### src/rtl/posit_add_pkg.sv
// Shared widths, clamp limits and the pipeline payload bundle for the posit adder
// normalisation stage.
package posit_add_pkg;

  localparam int N       = 32;
  localparam int ES      = 2;
  localparam int RS      = $clog2(N);
  localparam int SCALE_W = ES + RS + 1;
  localparam int LZ_W    = $clog2(N + 2);

  localparam logic signed [SCALE_W:0]   LE_ONE = (SCALE_W + 1)'(1);
  localparam logic signed [SCALE_W:0]   LE_MIN = (SCALE_W + 1)'(-((N - 2) << ES));
  localparam logic signed [SCALE_W:0]   LE_MAX = (SCALE_W + 1)'(((N - 2) << ES) + (1 << ES) - 1);
  localparam logic signed [SCALE_W-1:0] R_MAX  = SCALE_W'(N - 2);

  typedef struct packed {
    logic [N-1:0]               in1;
    logic [N-1:0]               in2;
    logic                       inf1;
    logic                       inf2;
    logic                       zero1;
    logic                       zero2;
    logic                       ls;
    logic signed [SCALE_W-1:0]  scale;
    logic [N:0]                 mant;
  } norm_bundle_t;

endpackage

### src/rtl/leading_zero_count.sv
// Combinational leading-zero counter; reports W for an all-zero input.
module leading_zero_count #(
  parameter int W  = 33,
  parameter int CW = 6
) (
  input  logic [W-1:0]  din,
  output logic [CW-1:0] count
);

  // Ascending scan so the highest set bit is the last one to write the count.
  always_comb begin
    count = CW'(W);
    for (int i = 0; i < W; i++) begin
      if (din[i]) count = CW'(W - 1 - i);
    end
  end

endmodule

### src/rtl/posit_add_normalise.sv
// Two-stage valid/ready normalisation of the posit adder sum: leading-one detect,
// mantissa left-normalise, scale adjust/clamp and regime/exponent split.
module posit_add_normalise
  import posit_add_pkg::*;
(
  input  logic                      clk,
  input  logic                      rst_n,
  input  logic                      in_valid,
  output logic                      in_ready,
  input  logic [N-1:0]              IN1,
  input  logic [N-1:0]              IN2,
  input  logic signed [SCALE_W-1:0] LE_I,
  input  logic [N:0]                Add_Mant,
  input  logic                      LS_I,
  input  logic                      inf1,
  input  logic                      inf2,
  input  logic                      zero1,
  input  logic                      zero2,
  output logic                      out_valid,
  input  logic                      out_ready,
  output logic [N-1:0]              IN1_O,
  output logic [N-1:0]              IN2_O,
  output logic signed [SCALE_W-1:0] LE_O,
  output logic [ES-1:0]             E_O,
  output logic [N-1:0]              Add_Mant_N,
  output logic signed [RS:0]        R_O,
  output logic                      LS,
  output logic                      inf1_O,
  output logic                      inf2_O,
  output logic                      zero1_O,
  output logic                      zero2_O,
  output logic                      sum_zero
);

  norm_bundle_t              s1_q, s1_d, s2_q, s2_d;
  logic                      s1_valid_q, s1_valid_d, s2_valid_q, s2_valid_d;
  logic [LZ_W-1:0]           lz_q, lz_d, lz_in;
  logic signed [RS:0]        r_q, r_d;
  logic                      s1_adv, s2_adv;

  logic                      sum_zero_c;
  logic [N-1:0]              mant_n;
  logic signed [SCALE_W:0]   le_wide;
  logic signed [SCALE_W-1:0] le_c, k, r_full;

  leading_zero_count #(.W(N + 1), .CW(LZ_W)) u_lzc (
    .din   (Add_Mant),
    .count (lz_in)
  );

  assign s2_adv   = ~s2_valid_q | out_ready;
  assign s1_adv   = ~s1_valid_q | s2_adv;
  assign in_ready = s1_adv;

  always_comb begin
    s1_valid_d = s1_valid_q;
    s1_d       = s1_q;
    lz_d       = lz_q;
    if (s1_adv) begin
      s1_valid_d = in_valid;
      if (in_valid) begin
        s1_d.in1   = IN1;
        s1_d.in2   = IN2;
        s1_d.inf1  = inf1;
        s1_d.inf2  = inf2;
        s1_d.zero1 = zero1;
        s1_d.zero2 = zero2;
        s1_d.ls    = LS_I;
        s1_d.scale = LE_I;
        s1_d.mant  = Add_Mant;
        lz_d       = lz_in;
      end
    end
  end

  always_comb begin
    sum_zero_c = (s1_q.mant == '0);
    mant_n     = N'((s1_q.mant << lz_q) >> 1);
    le_wide    = $signed({s1_q.scale[SCALE_W-1], s1_q.scale}) + LE_ONE
                 - $signed({{(SCALE_W + 1 - LZ_W){1'b0}}, lz_q});
    if (le_wide < LE_MIN)      le_c = SCALE_W'(LE_MIN);
    else if (le_wide > LE_MAX) le_c = SCALE_W'(LE_MAX);
    else                       le_c = SCALE_W'(le_wide);
    if (sum_zero_c) le_c = '0;
    k = le_c >>> ES;
    // Negative regimes encode as -k-1, which is simply the bitwise inverse.
    r_full = (k < 0) ? ~k : k;
    if (r_full > R_MAX) r_full = R_MAX;

    s2_valid_d = s2_valid_q;
    s2_d       = s2_q;
    r_d        = r_q;
    if (s2_adv) begin
      s2_valid_d = s1_valid_q;
      if (s1_valid_q) begin
        s2_d       = s1_q;
        s2_d.scale = le_c;
        // The spare low mantissa bit of the output bundle carries sum_zero.
        s2_d.mant  = {mant_n, sum_zero_c};
        r_d        = (RS + 1)'(r_full);
      end
    end
  end

  always_ff @(posedge clk) begin
    if (!rst_n) begin
      s1_valid_q <= 1'b0;
      s2_valid_q <= 1'b0;
      s1_q       <= '0;
      s2_q       <= '0;
      lz_q       <= '0;
      r_q        <= '0;
    end else begin
      s1_valid_q <= s1_valid_d;
      s2_valid_q <= s2_valid_d;
      s1_q       <= s1_d;
      s2_q       <= s2_d;
      lz_q       <= lz_d;
      r_q        <= r_d;
    end
  end

  assign out_valid  = s2_valid_q;
  assign IN1_O      = s2_q.in1;
  assign IN2_O      = s2_q.in2;
  assign LE_O       = s2_q.scale;
  assign E_O        = s2_q.scale[ES-1:0];
  assign Add_Mant_N = s2_q.mant[N:1];
  assign sum_zero   = s2_q.mant[0];
  assign R_O        = r_q;
  assign LS         = s2_q.ls;
  assign inf1_O     = s2_q.inf1;
  assign inf2_O     = s2_q.inf2;
  assign zero1_O    = s2_q.zero1;
  assign zero2_O    = s2_q.zero2;

endmodule
### config.mk
export PLATFORM = sky130hd
export DESIGN_NAME = posit_add_normalise
export DESIGN_NICKNAME = d
export VERILOG_FILES = /design/src/rtl/posit_add_pkg.sv /design/src/rtl/leading_zero_count.sv /design/src/rtl/posit_add_normalise.sv
export SDC_FILE = /design/constraint.sdc
export NUM_CORES = 1
export LEC_CHECK = 0
export ABC_AREA = 1
export CORE_MARGIN = 1
export CORE_UTILIZATION = 35
export CTS_CLUSTER_DIAMETER = 120
export DETAILED_ROUTE_END_ITERATION = 8
export PLACE_DENSITY = 0.65
export SETUP_SLACK_MARGIN = 0.02
export SYNTH_ARGS = -nofsm -noshare
export SYNTH_HDL_FRONTEND = slang
export SYNTH_SLANG_ARGS = --single-unit
### constraint.sdc
create_clock -name clk -period 5.2 [get_ports clk]
set_clock_uncertainty 0.05 [all_clocks]
set_input_delay 1.3 -clock clk [delete_from_list [all_inputs] [get_ports clk]]
set_output_delay 1.3 -clock clk [all_outputs]
set_load 0.01 [all_outputs]
* Word level (Yosys, flattened, before mapping) *
Cells that the tools add are included.

word-level totals
  logic and storage cells = 75
  output and inout bits = 120
  bits in registers = 234

cells by class
  reduce and logical (&&, ||, !) cells = 3
  shifts and indexed selects = 1
  $lt $le $gt $ge = 4
  multiplexer cells = 38
  add/subtract/negate cells = 2
  bitwise operators = 5

operator list
  operator                                                               number
  6-bit two-way mux                                                      33
  33-bit zero test                                                       1
  33-bit by 6-bit left shift with 33-bit output                          1
  8-bit two-way mux                                                      4
  8-bit by 2-bit adder with 9-bit output (second input constant)         1
  9-bit by 8-bit > comparator with 1-bit output (second input constant)  1
  9-bit by 8-bit < comparator with 1-bit output (second input constant)  1
  9-bit by 7-bit subtractor with 9-bit output                            1
  8-bit by 6-bit > comparator with 1-bit output (second input constant)  1
  6-bit inverter with 8-bit output                                       1
  6-bit by 1-bit < comparator with 1-bit output (second input constant)  1
  2-bit AND reduction                                                    2
  1-bit inverter                                                         2
  1-bit bitwise OR                                                       2
  1-bit two-way mux                                                      1

* Longest topological paths before layout *
Gate-level depths: netlist (run 1).

  word-level depth = 33
  mapped depth = 34
  depth with buffers taken out = 34

* Modules after synthesis *
A second synthesis (run 1) with hierarchy kept.

unflattened totals
  cell total of the unflattened synthesis = 1548
  area total of the unflattened synthesis = 10680.2 um^2

modules (own cells, without submodules)
  module               sequential area each (um^2)  cells an instance  times used  area an instance (um^2)
  posit_add_normalise  4664.5                       1437               1           10224.8
  leading_zero_count   0.0                          111                1           455.4

* Worst setup path before layout (run 1) *
No wires, ideal clock.

  path type = reg-to-reg
  start point = register lz_q[3]
  end point = register r_q[1], in the netlist R_O[1]
  path buffers = 2
  setup slack = 1.968 ns
  arrival time = 3.069 ns
  data required time = 5.037 ns
  cell stages (with the launch flop) = 19
  path through = dfxtp_1 > clkbuf_1 > clkinv_1 > clkbuf_1 > ha_1 > ha_1 > inv_1 > o21bai_2 > a21oi_1 > nor2_1 > nor2_2 > xor2_1 > o41ai_1 > nand2_1 > inv_1 > o31ai_4 > xor2_1 > o21ai_1 > inv_1

on the way
  word-level cells in the longest chain between the ends = 9
  elaborated cells on any way between the ends = 11
  those cells by class = 1 x add/sub; 4 x order compare; 5 x mux; 1 x bitwise

RTL lines
  element                                                                                            line                        RTL
  start: declaration                                                                                 posit_add_normalise.sv:37   logic [LZ_W-1:0] lz_q, lz_d, lz_in;
  start signal: assignment                                                                           posit_add_normalise.sv:118  lz_q <= lz_d;
  9-bit by 7-bit subtractor with 9-bit output (*)                                                    posit_add_normalise.sv:80   - $signed({{(SCALE_W + 1 - LZ_W){1'b0}}, lz_q});
  9-bit by 8-bit > comparator with 1-bit output                                                      posit_add_normalise.sv:82   else if (le_wide > LE_MAX) le_c = SCALE_W'(LE_MAX);
  8-bit two-way mux                                                                                  posit_add_normalise.sv:82
  8-bit two-way mux (*)                                                                              posit_add_normalise.sv:81   if (le_wide < LE_MIN) le_c = SCALE_W'(LE_MIN);
  8-bit two-way mux (*)                                                                              posit_add_normalise.sv:84   if (sum_zero_c) le_c = '0;
  6-bit by 1-bit < comparator with 1-bit output or 6-bit inverter with 8-bit output (tied branches)  posit_add_normalise.sv:87   r_full = (k < 0) ? ~k : k;
  8-bit two-way mux (*)                                                                              posit_add_normalise.sv:87
  8-bit by 6-bit > comparator with 1-bit output                                                      posit_add_normalise.sv:88   if (r_full > R_MAX) r_full = R_MAX;
  6-bit two-way mux (*)                                                                              posit_add_normalise.sv:88
  end signal: assignment                                                                             posit_add_normalise.sv:119  r_q <= r_d;
  end: declaration                                                                                   posit_add_normalise.sv:38   logic signed [RS:0] r_q, r_d;

Every way passes the cells marked *; elsewhere a longest branch is shown, timed or not.
A chain may end at the register's enable or synchronous reset.

* Worst setup path after layout (run 1) *
  start point = input port out_ready
  end point = output port in_ready

on the way
  word-level cells in the longest chain between the ends = 2

RTL lines
  element             line                       RTL
  start: declaration  posit_add_normalise.sv:20  input logic out_ready,
  1-bit bitwise OR    posit_add_normalise.sv:51  assign s2_adv = ~s2_valid_q | out_ready;
  1-bit bitwise OR    posit_add_normalise.sv:52  assign s1_adv = ~s1_valid_q | s2_adv;
  end: declaration    posit_add_normalise.sv:9   output logic in_ready,

No other way between the ends.

==> results of run 1 <==
## cell families after synthesis
logic type / count (synthesis)
compound gates: 386
xor+xnor: 8
fa+ha+maj: 14
buf+inv: 194
flops: 233
mux: 23
other cells: 1
simple gates: 593
## synthesized netlist by cell type, types with 2 or more instances
library cell | n | area (µm²)
o211ai_1 | 11 | 82.6
nor2_1 | 334 | 1250
buf_1 | 8 | 30.0
a311oi_1 | 2 | 17.5
xor2_1 | 8 | 70.1
ha_1 | 13 | 163
o21bai_1 | 2 | 15.0
nand3_1 | 24 | 120
nand4_1 | 3 | 18.8
clkinv_1 | 4 | 15.0
o221ai_1 | 3 | 26.3
nand2_1 | 204 | 766
nor4_1 | 11 | 68.8
clkbuf_1 | 82 | 308
buf_2 | 5 | 25.0
o21ai_0 | 258 | 1290
o31ai_1 | 3 | 22.5
dfxtp_1 | 233 | 4660
inv_2 | 4 | 15.0
a21oi_2 | 3 | 26.3
buf_4 | 3 | 22.5
a31oi_1 | 4 | 25.0
inv_1 | 88 | 330
a21oi_1 | 84 | 420
mux2i_1 | 23 | 230
or2_2 | 11 | 68.8
nor2_2 | 3 | 18.8
a22oi_1 | 6 | 45.0
## through the flow
step            util  worst slack [ps]  area [µm²]  instances  hold WS [ps]
2_1_floorplan      -              1970       10300       1452           383
3_3_place_gp   0.445              1220       12800       1983           399
3_5_place_dp   0.445              1220       12800       1983           408
4_1_cts        0.475              1220       13700       2029           417
5_1_grt        0.475              1150       13700       2029           428
6_report       0.475              1210       13700       2030           414
## power by group
part / internal [W] / total (W) / switching, W
sequential: 0.00191 / 0.00198 / 0.0000706
clock: 0.00110 / 0.00183 / 0.000739
combinational: 0.000351 / 0.000779 / 0.000428
## layout by cell type, fill, tap and decap left out, types with 2 or more instances in the layout
cell type        Yosys  routed
a21oi_1             84      84
a21oi_2              3       3
a22oi_1              6       6
a311oi_1             2       2
a31oi_1              4       4
buf_4                3      13
clkbuf_1            82       6
clkbuf_16            0      27
clkbuf_8             0       7
clkdlybuf4s50_1      0     231
clkinv_1             4       4
clkinv_2             0       3
dfxtp_1            233     233
ha_1                13      13
inv_1               88      88
inv_2                4       4
mux2i_1             23      23
nand2_1            204     202
nand2_4              0       2
nand3_1             24      24
nand4_1              3       3
nor2_1             334     334
nor2_2               3       3
nor4_1              11      11
o211ai_1            11      11
o21ai_0            258     258
o21bai_1             2       2
o221ai_1             3       3
o31ai_1              3       3
or2_2               11      11
xor2_1               8       8
## final cells by class
type                       count  share of cell area
clock buffer                  40              0.0580
inverter                      96              0.0263
sequential                   233               0.340
multi-input combinational   1025               0.358
tap                          384              0.0351
antenna                        1            0.000183
clock inverter                 6             0.00447
timing repair buffer         245               0.177
## sequential cells by signal, summed over array words and instances, names as in the netlist, 5 cells and up
register / cells
Add_Mant_N: 32
IN1_O: 32
IN2_O: 32
LE_O: 8
R_O: 5
lz_q: 6
s1_q: 110
## critical path, cell delays in order
cell	delay (ps)
clkdlybuf4s50_1	450
inv_1	50
nand3_1	240
clkdlybuf4s50_1	600
## metal layers
layer,wire length (µm),global-route usage,part of all wire,vias to the layer above
met5,13,0,0.00044,-
met4,642,0.0493,0.022,2
met3,2210,0.0568,0.075,46
met2,14100,0.335,0.48,216
met1,12600,0.231,0.43,4431
li1,-,-,-,5078
## worst min path at each step
stage | from | to | slack (ps) | depth (start not counted)
6_report | Add_Mant_N[11] | Add_Mant_N[11] | 410 | 2
5_1_grt | Add_Mant_N[13] | Add_Mant_N[13] | 430 | 2
4_1_cts | Add_Mant_N[11] | Add_Mant_N[11] | 420 | 2
3_5_place_dp | Add_Mant_N[11] | Add_Mant_N[11] | 410 | 2
3_3_place_gp | s1_q[34] | s1_q[34] | 400 | 2
2_1_floorplan | s1_q[40] | s1_q[40] | 380 | 2
==> metrics.yaml, run 1 <==
status: "finished clean"
startpoint: "out_ready"
design.core.area_um2: 28900
synthSimpleGateAreaFrac: 0.227
drc_errors: 0
synth_top_family_by_area: "simple AND/OR/NAND/NOR gates"
netlist_area_um2: 10300
cts.sinks: 233
rrSetupSlack_ps: 1580
drive_gt1_frac: 0.0492
critical_path.startpoint_type: "primary input"
rr_startpoint: "lz_q[3]"
final_nets: 1755
wl_per_cell_um: 14.6
dpl.hpwl_um: 20500
synthFlopType: "dfxtp_1"
power.density_nw_per_um2: 335
fin_crit_sh: 0.767
synth.avg_cell_area_um2: 7.10
grt_max_degree: 110
grt_pass1_vias: 9284
synth_async_sr_flop_share: 0
numCtsBuffers: 26
wl_um: 29500
cts_setup_buffers: 0
clock-root-buffer: "clkbuf_16"
synth_cell_types: 43
cp_max_fo: 3
drt-initial-drc-count: 644
synth-seq-area-share: 0.453
ios: 234
syn-num-nets: 1580
drt_first_pass_iters: 5
seq_area_um2: 4660
worstReg2RegEnd: "R_O[0]"
crit_type: "primary input to primary output"
critPathCapture: "in_ready"
ctsHtreeMaxLevel: 1
cap_violations: 0
ir_worst_vdd_mv: 0.227
cts_buffer_depth: 3
period_minus_slack_ps: 3990
ant_nets: 0
die-width_um: 174
synthXorXnorAreaFrac: 0.00680
slew_headroom: 0.343
place.gp.congestion: 0.867
tightest_slew_ps: 986
io_buffers: 232
rsz0062_at_grt: "no"
cts.clk_slew.worst_paths_ps: 60
synthCells: 1452
hold_class: "register to register"
cts_tree: "built"
synth_warnings: 0
num_vias: 9773
antenna_found_initial: 2
synthAdderAreaFrac: 0.0177
initial_core_util: 0.357
synth-edff-count: 0
clk_latency_ps: 530
grt_usage: 0.192
cts_resized: 0
ys_ff_latch: 233
setup_viol: 0
p_leak_nw: 5.60
grt_first_pass_wirelength_um: 47900
max_freq_ghz: 0.251
fin_total_pwr_w: 0.00459
dieArea_um2: 30100
critPathRequiredTime_ps: 3850
end_kind: "primary output"
vias_per_cell: 4.81
fill_cells: 2951
synth_compound_area_frac: 0.201
finalHoldViolCount: 0
area_growth_pct: 33.0
finalSetupTns_ps: 0
grt.overflow.total: 0
cts_hold_buf: 0
maxSlewViolCount: 0
multi_input_area_um2: 4910
die-height_um: 174
num_rows: 62
synthMuxAreaShare: 0.0223
crit_arrival_ps: 2640
rr_worst_depth: 18
(Power assumes the default switching activity.)
==> inputs of run 2 (changes only) <==
Clock period 5.2 ns to 4.1 ns, I/O delays scaled along.
==> run 2 against run 1 <==
Against the previous run:
- non-clock buffer count increased by 4
- die area unchanged
- clock power increased by 29%
- first-iteration DRC count increased by 2.6%
- critical path depth unchanged
- final cell count increased by 0.30%
- count of clock-buffer cells in the layout decreased by 2
- worst hold slack improved by 1.7 ps
- combinational power increased by 27%
- utilization increased by 0.31 points
- final area increased by 0.65%
- critical path type unchanged
- largest cell class unchanged
- largest power group unchanged
==> metrics.yaml, run 2 (synthesized netlist as in run 1, its figures left out) <==
status: "finished clean"
fin_crit_sh: 0.834
numCtsBuffers: 26  # unchanged
seq_area_um2: 4660  # unchanged
vias_per_cell: 4.82  # about the same
layout_common_cells: "nor2_1, o21ai_0, dfxtp_1"
critPathRequiredTime_ps: 3020  # -830 ps
ios: 234  # unchanged
die-width_um: 174  # unchanged
rsz0062_at_grt: "no"
p_leak_nw: 5.65  # +0.80%
num_vias: 9805  # +0.33%
regMostFlops: "s1_q"
grt_pass1_vias: 9051  # -2.5%
layout_commonest_cell: "nor2_1"
finalHoldViolCount: 0  # unchanged
tightest_slew_ps: 798  # -188 ps
power.density_nw_per_um2: 425  # +27%
worst-path-buf-inv: 3  # unchanged
grt.overflow.total: 0  # unchanged
max_freq_ghz: 0.292
cts_hold_buf: 0  # unchanged
cts.sinks: 233  # unchanged
grt_max_degree: 196  # +78%
drive_gt1_frac: 0.0527  # +0.00346
ctsHtreeMaxLevel: 1  # unchanged
ant_nets: 0  # unchanged
path_delay_family: "buffers and inverters"
wl_per_cell_um: 14.4  # -0.76%
grt_first_pass_wirelength_um: 46700  # -2.5%
cts_buffer_depth: 3  # unchanged
crit_type: "primary input to primary output"
initial_core_util: 0.357  # unchanged
cts_resized: 0  # unchanged
cts.clk_slew.worst_paths_ps: 60  # about the same
finalSetupTns_ps: 0  # unchanged
setup_ws_ps: 681  # -528 ps
antenna_found_initial: 4  # +2
multi_input_area_um2: 4910  # unchanged
cap_violations: 0  # unchanged
cp_slowest_cell: "clkdlybuf4s50_1"
end_kind: "primary output"
io_buffers: 232  # unchanged
slew_headroom: 0.468  # +0.126
drt-initial-drc-count: 661  # +2.6%
place.gp.congestion: 0.924  # +6.6%
final_nets: 1759  # +0.23%
cp_max_fo: 3  # unchanged
clock-root-buffer: "clkbuf_16"
die-height_um: 174  # unchanged
drc_errors: 0  # unchanged
ir_worst_vdd_mv: 0.269  # +19%
dpl.hpwl_um: 20200  # -1.2%
pre_cts_ws_ps: 683  # -537 ps
slowest_delay_ps: 640  # +40 ps
cts_tree: "built"
hold_class: "register to register"
cpMostUsedCell: "clkdlybuf4s50_1"
critical_path.startpoint_type: "primary input"
setup_viol: 0  # unchanged
num_rows: 62  # unchanged
cts_setup_buffers: 0  # unchanged
largest_reg_flops: 110  # unchanged
design.core.area_um2: 28900  # unchanged
period_minus_slack_ps: 3420
fill_cells: 2906  # -1.5%
maxSlewViolCount: 0  # unchanged
dieArea_um2: 30100  # unchanged
clk_latency_ps: 530  # about the same
drt_first_pass_iters: 5  # unchanged
wl_um: 29400  # -0.47%
crit_chain: "clkdlybuf4s50_1 -> inv_1 -> nand3_1 -> clkdlybuf4s50_1"
crit_arrival_ps: 2340  # -300 ps
grt_usage: 0.188  # -0.00404
area_growth_pct: 33.8
[run 2: changes by cell type in the layout (fill, tap and decap cells not counted), sizes merged]
cell    delta
clkbuf     -2
buf        +4
clkinv     +3
bufinv     +1
[run 2: layout make-up]
| class | instances | share of cell area |
|---|---|---|
| well taps | 384 | 0.0348 |
| clock inverters | 10 | 0.00798 |
| repair buffers | 249 | 0.181 |
| clock buffers | 38 | 0.0556 |
| inverters | 96 | 0.0261 |
| multi-input cells | 1025 | 0.356 |
| diodes | 1 | 0.000181 |
| flip-flops and latches | 233 | 0.338 |
[run 2: per-stage QoR]
stage                     power [W]   util  cell area, µm²  std cells  hold WS [ps]
final                       0.00586  0.478           13800       2036           415
after global routing        0.00614  0.478           13800       2035           431
after CTS                   0.00594  0.478           13800       2035           416
after detailed placement    0.00355  0.447           12900       1987           406
after global placement      0.00354  0.447           12900       1987           402
after floorplan             0.00312      -           10300       1452           383
[run 2: worst reg2reg max path, stage by stage (launching register included)]
cell	delay [ps]
dfxtp_1	330
clkinv_1	270
ha_1	300
ha_1	220
fa_1	410
a21oi_1	160
o21bai_1	100
a21oi_1	140
nor2_1	50
nor2_1	110
xor2_1	200
o41ai_1	100
nand2_1	160
inv_1	110
o31ai_4	220
xor2_1	90
o21ai_1	120
inv_1	50
[run 2: final timing paths]
kind / start / to / slack, ps / cells past startpoint
worst min-delay path: s1_q[40] / s1_q[40] / 420 / 2
worst max-delay path: out_ready / in_ready / 680 / 4
worst min register to register: s1_q[40] / s1_q[40] / 420 / 2
worst max register to register: lz_q[0] / R_O[1] / 820 / 17
[run 2: where the power goes]
group	leakage (nW)	switching (W)	internal (W)
clock network	0.432	0.000935	0.00142
logic	3.29	0.000542	0.000450
registers	1.92	0.0000899	0.00242
total	5.65	0.00157	0.00429
[run 2: routing by layer]
| layer | share of wire | track usage | vias to the layer above |
|---|---|---|---|
| met1 | 0.43 | 0.228 | 4433 |
| met4 | 0.026 | 0.0526 | 4 |
| met3 | 0.064 | 0.0511 | 48 |
| li1 | - | - | 5097 |
| met2 | 0.48 | 0.326 | 223 |
| met5 | 0.00092 | 0 | - |
